--- src/rtl/flash_cfg_reader.sv ---
// rtl/flash_cfg_reader.sv - SPI-flash READ sequencer returning NBYTES bytes as a flat vector
module flash_cfg_reader #(
    parameter logic [7:0]  CMD       = 8'h03,
    parameter logic [23:0] ADDR      = 24'h00704D,
    parameter int          NBYTES    = 1,
    parameter int          CSW       = 4,
    parameter bit          AUTOSTART = 1'b1
) (
    input  logic                  clock,
    input  logic                  reset,
    input  logic                  ce,
    input  logic                  start,
    output logic                  busy,
    output logic                  done,
    output logic [8*NBYTES-1:0]   q,
    output logic                  cs,
    output logic                  ck,
    output logic                  mosi,
    input  logic                  miso
);
    localparam int QW = 8 * NBYTES;
    localparam int CW = $clog2(32 + 8 * 16 + 1);
    localparam logic [CW-1:0] NBITS   = CW'(32 + QW);
    localparam logic [CW-1:0] RX_BITS = CW'(QW);
    localparam logic [CW-1:0] CSW_C   = CW'(CSW);

    typedef enum logic [2:0] {IDLE, SETUP, SHIFT, HOLD, FIN} state_t;

    state_t        state;
    logic [CW-1:0] cnt;
    logic          phase;
    logic          pending;
    logic          arm;
    logic [31:0]   tx;
    logic [QW-1:0] shadow;
    logic [QW-1:0] swapped;

    // First byte on the wire ends up in the top of shadow; present it in q[7:0].
    always_comb begin
        swapped = '0;
        for (int i = 0; i < NBYTES; i++) begin
            swapped[8*i +: 8] = shadow[8*(NBYTES-1-i) +: 8];
        end
    end

    always_ff @(posedge clock) begin
        if (!reset) begin
            state   <= IDLE;
            cnt     <= '0;
            phase   <= 1'b0;
            pending <= 1'b0;
            arm     <= AUTOSTART;
            tx      <= '0;
            shadow  <= '0;
            busy    <= 1'b0;
            done    <= 1'b0;
            q       <= {NBYTES{8'hFF}};
            cs      <= 1'b1;
            ck      <= 1'b0;
            mosi    <= 1'b0;
        end else begin
            arm <= 1'b0;
            if ((arm || start) && state == IDLE && !pending) begin
                pending <= 1'b1;
                busy    <= 1'b1;
                done    <= 1'b0;
            end
            if (ce) begin
                case (state)
                    IDLE: begin
                        if (pending) begin
                            pending <= 1'b0;
                            cs      <= 1'b0;
                            cnt     <= CSW_C;
                            state   <= SETUP;
                        end
                    end
                    SETUP: begin
                        if (cnt == CW'(1)) begin
                            tx    <= {CMD, ADDR};
                            cnt   <= NBITS;
                            phase <= 1'b0;
                            state <= SHIFT;
                        end else begin
                            cnt <= cnt - CW'(1);
                        end
                    end
                    SHIFT: begin
                        if (cnt == '0) begin
                            ck    <= 1'b0;
                            cnt   <= CSW_C;
                            state <= HOLD;
                        end else if (!phase) begin
                            // tx zero-fills, so mosi idles low once the header is out
                            ck    <= 1'b0;
                            mosi  <= tx[31];
                            tx    <= {tx[30:0], 1'b0};
                            phase <= 1'b1;
                        end else begin
                            ck <= 1'b1;
                            if (cnt <= RX_BITS) begin
                                shadow <= {shadow[QW-2:0], miso};
                            end
                            cnt   <= cnt - CW'(1);
                            phase <= 1'b0;
                        end
                    end
                    HOLD: begin
                        cs <= 1'b1;
                        if (cnt == CW'(1)) begin
                            state <= FIN;
                        end else begin
                            cnt <= cnt - CW'(1);
                        end
                    end
                    FIN: begin
                        q     <= swapped;
                        busy  <= 1'b0;
                        done  <= 1'b1;
                        state <= IDLE;
                    end
                    default: state <= IDLE;
                endcase
            end
        end
    end
endmodule

--- config.mk ---
export PLATFORM = sky130hd
export DESIGN_NAME = flash_cfg_reader
export DESIGN_NICKNAME = d
export VERILOG_FILES = /design/src/rtl/flash_cfg_reader.sv
export SDC_FILE = /design/constraint.sdc
export NUM_CORES = 1
export LEC_CHECK = 0
export ABC_AREA = 1
export CAP_MARGIN = 40
export CORE_MARGIN = 3
export CORE_UTILIZATION = 40
export CTS_CLUSTER_DIAMETER = 30
export DETAILED_ROUTE_END_ITERATION = 16
export GPL_TIMING_DRIVEN = 0
export PLACE_DENSITY_LB_ADDON = 0.15
export SLEW_MARGIN = 20
export SYNTH_ARGS = -nofsm -noshare
export SYNTH_HDL_FRONTEND = slang
export SYNTH_SLANG_ARGS = --single-unit
--- constraint.sdc ---
create_clock -name clock -period 1.9 [get_ports clock]
set_input_delay 0.19 -clock clock [delete_from_list [all_inputs] [get_ports clock]]
set_output_delay 0.19 -clock clock [all_outputs]
set_load 0.02 [all_outputs]
==> PnR_summary.wiki <==
{| class="wikitable"
! Metric !! Value
|-
| Outcome || finished, final reports clean
|-
| Die X-Extent || a little over 90 µm
|-
| Clock Latency Late Sink || 0.34 ns
|-
| Global-route congestion overflow total || 0
|-
| Floorplan die area || a little under 0.009 mm²
|-
| Starting utilization of the core area || around two fifths
|-
| Number of nets produced by synthesis || between 400 and 500
|-
| Type of the setup path with the least slack || flop to flop
|-
| Cell Pwr Density || 1570 mW/mm²
|-
| Via-to-Cell Ratio || roughly 4.6
|-
| Maximum operating frequency || 581 MHz
|-
| Routed WL || 6.60 mm
|-
| Number of buffers on the longest clock path || 2
|-
| Worst slew slack as a fraction of its limit || 64.4%
|-
| Routability-driven placement congestion ratio || 0.867
|-
| Share of cells above drive strength 1 || 9.47%
|-
| Compound-Gate Fraction of Synth Area || 11.6%
|-
| Top-Level Pins || 18
|-
| Inserted Diodes || 0
|-
| Post-detail-place hpwl || 4.49 mm
|-
| Leakage power summed over all cells || roughly 1.7 nW
|-
| Final setup viols || 0
|-
| Setup TNS || 0 ns
|-
| Fin crit share || 90.6%
|-
| Root buf cell || sky130_fd_sc_hd__clkbuf_8
|-
| Maximum clock skew at final layout || ~0.0088 ns
|-
| Area inside the core boundary || 0.00733 mm²
|-
| Start point of the critical path || cnt[1]$_SDFFE_PN0P_
|-
| Most frequent cells in the layout || sky130_fd_sc_hd__nand2_1, sky130_fd_sc_hd__inv_1, sky130_fd_sc_hd__nor2_1, sky130_fd_sc_hd__dfxtp_1, sky130_fd_sc_hd__a21oi_1
|-
| NetSw || approximately 2.4 mW
|-
| Worst hold start || shadow[7]$_SDFFE_PN0P_
|-
| Transition at the pin with the smallest max-transition slack || around 0.53 ns
|-
| Via count || ~2700
|-
| FF+latch count, synth || 67
|-
| Cell taking the most area after synthesis || sky130_fd_sc_hd__dfxtp_1
|-
| Main combinational cell family by area after synthesis || simple AND/OR/NAND/NOR gates
|-
| Place WS || 0.0388 ns
|-
| Hold bufs inserted after CTS || 0
|-
| TritonCTS clock tree || yes
|-
| Count of mapped cells out of synthesis || ~450
|-
| Number of warnings issued by yosys || 0
|-
| Worst-path clk slew || approximately 0.070 ns
|-
| Total track usage || 17.0%
|-
| Post-synthesis share of cell area spent on xor and xnor gates || 0.576%
|-
| H-tree depth || 3
|-
| Kind of end point of the critical path || flop
|-
| Number of hold-slack violations in the final timing report || 0
|-
| Combinational fraction of design power || 43.4%
|-
| Via count of the first global-routing pass || ~2500
|-
| Kind of launch point of the worst setup path || flop
|-
| Reg-to-reg critical path startpoint || cnt[1]$_SDFFE_PN0P_
|-
| Initial detailed-routing violation count || 84
|-
| Data required time of the critical path || roughly 2.1 ns
|-
| Maximum vdd ir drop || roughly 660 µV
|-
| R2R depth || 11
|-
| Area fraction of the dominant cell type after synthesis || 44.1%
|-
| Y dimension of the die || 93.2 µm
|-
| Count of cells along the worst hold path || 2
|-
| Simple-Gate Fraction of Synth Area || 31.3%
|-
| First drt pass iteration count || 4
|-
| Post-layout nets || 489
|-
| Summed instance area of the synthesized netlist || between 0.003 and 0.004 mm²
|-
| Pint || 3.16 mW
|-
| Num CTS Buffers || 9
|-
| Total count of max-transition violations in the final report || 0
|-
| Number of input and output port buffers inserted || 17
|-
| Endpoint arrival time on the critical path || 1.96 ns
|-
| Reg2Reg Capture Point || tx[1]$_SDFFE_PN0P_
|-
| Growth of design area from synthesis to finish || 15.7%
|-
| Reg power frac || 38.1%
|-
| Number of rows in the core area || 31
|-
| Worst hold path class || flop to flop
|-
| Sink count of the clock tree || 67
|-
| Number of different library cells in the post-synthesis netlist || 26
|-
| Shortest clock period the worst path allows after layout || 1.72 ns
|-
| Average instance area after synthesis || 6.71 µm²
|-
| Post-route DRC || 0
|-
| Number of antenna-violating nets in the routed design || 0
|-
| Most frequent standard cell in the layout excluding fill and tap cells || sky130_fd_sc_hd__nand2_1
|-
| Worst-path fanout max || 10
|-
| Global-route wire length before repair || 11.7 mm
|-
| Largest net degree at the start of global routing || 12
|-
| Reg-to-reg slack, setup || 0.18 ns
|-
| Initial antenna violation count || 0
|-
| Final Worst Setup Slack || approximately 0.18 ns
|-
| Count of maximum capacitance violations || 0
|-
| Unrepaired setup endpoints after global routing || no
|-
| Worst Hold End || q[7]$_SDFFE_PN1P_
|-
| Largest cells by area after synthesis || sky130_fd_sc_hd__dfxtp_1, sky130_fd_sc_hd__nand2_1, sky130_fd_sc_hd__inv_1
|-
| Switching share of power || 42.7%
|-
| Fraction of synthesized area in multiplexers || 0%
|-
| Clock network fraction of total power || roughly a fifth
|-
| Sequential-to-total area share from yosys stat || ~44%
|-
| Adder and majority cell fraction of the synthesized area || under 10%
|-
| WL/cell || 11.3 µm
|}
[cell type report]
cell class	instances	area, µm²
fill	773	3810
buffer	17	91.3
multi-input combinational	301	1370
clock buffer	11	131
timing repair buffer	17	170
tap	99	124
inverter	68	255
sequential	67	1340
clock inverter	5	30.0
[power by group through the flow]
stage | Combinational, mW | Clock [mW] | Sequential, mW
6_report | 2.39 | 1.02 | 2.10
5_1_grt | 2.79 | 1.12 | 2.16
4_1_cts | 2.38 | 1.05 | 2.09
3_5_place_dp | 2.36 | 0 | 2.12
3_3_place_gp | 2.34 | 0 | 2.11
2_1_floorplan | 1.77 | 0 | 2.14
[Yosys cell counts (all sizes together)]
library cell and n:
a21oi 36, nand3 20, xor2 1, nand3b 1, o31ai 1, inv 68
buf 10, o21ai 20, nand2 135, ha 3, xnor2 1, nor3 6
dfxtp 67, nand4 1, clkbuf 7, nor2 72, o211ai 4
[per-stage QoR]
| step | cells | utilization, % | power [mW] | hold slack [ns] | area (µm²) |
|---|---|---|---|---|---|
| finish | 585 | 48.0 | 5.51 | 0.455 | 3520 |
| floorplan | 453 | - | 3.91 | 0.319 | 3040 |
| CTS | 585 | 47.7 | 5.53 | 0.443 | 3490 |
| detailed placement | 569 | 45.5 | 4.48 | 0.440 | 3330 |
| global route | 585 | 48.0 | 6.06 | 0.467 | 3520 |
| global placement | 569 | 45.5 | 4.45 | 0.438 | 3330 |
[metal layers]
metal	GRT usage, %	up-vias	wire length, µm
met1	23.1	1215	3300
met5	0	-	0
met2	25.8	30	3020
met3	4.91	2	238
li1	-	1443	-
met4	5.62	0	39
[worst max path at each step]
stage / cells after the start / endpoint / slack [ns]
floorplan: 12 / tx[10]$_SDFFE_PN0P_ / 0.36
global placement: 4 / cs$_SDFFE_PN1P_ / 0.05
detailed placement: 10 / tx[31]$_SDFFE_PN0P_ / 0.04
CTS: 10 / tx[31]$_SDFFE_PN0P_ / 0.02
global route: 12 / tx[29]$_SDFFE_PN0P_ / 0.01
finish: 11 / tx[1]$_SDFFE_PN0P_ / 0.18
[critical path: stages, from the launching register on]
cell and delay (ns):
sky130_fd_sc_hd__dfxtp_1 0.33, sky130_fd_sc_hd__inv_1 0.12, sky130_fd_sc_hd__ha_1 0.16, sky130_fd_sc_hd__nand2_1 0.08
sky130_fd_sc_hd__nor2_2 0.16, sky130_fd_sc_hd__nor2_1 0.08, sky130_fd_sc_hd__nor2_2 0.13, sky130_fd_sc_hd__nand2_2 0.09
sky130_fd_sc_hd__buf_6 0.15, sky130_fd_sc_hd__buf_6 0.15, sky130_fd_sc_hd__a21oi_2 0.12, sky130_fd_sc_hd__nor2_1 0.05
[kinds of logic (layout without fill, tap and decap cells)]
kind of cell             count (synthesis)  in the layout
XOR/XNOR                                 2              2
AND/OR/NAND/NOR                        235            235
flip-flops                              67             67
buffers and inverters                   85            118
AO/OA/AOI/OAI                           61             61
adder cells (fa/ha/maj)                  3              3
[registers in the layout, summed over array words and instances, names as in the netlist]
signal and flops:
busy 1, tx 32, state 3, cnt 8
cs 1, done 1, shadow 8, mosi 1
q 8, ck 1, arm 1, pending 1
phase 1
[repair_timing]
action,CTS,global route
setup buffers,0,0
gates resized for setup,0,10
setup endpoints to repair,0,39
Power figures use the tool's default switching activity.
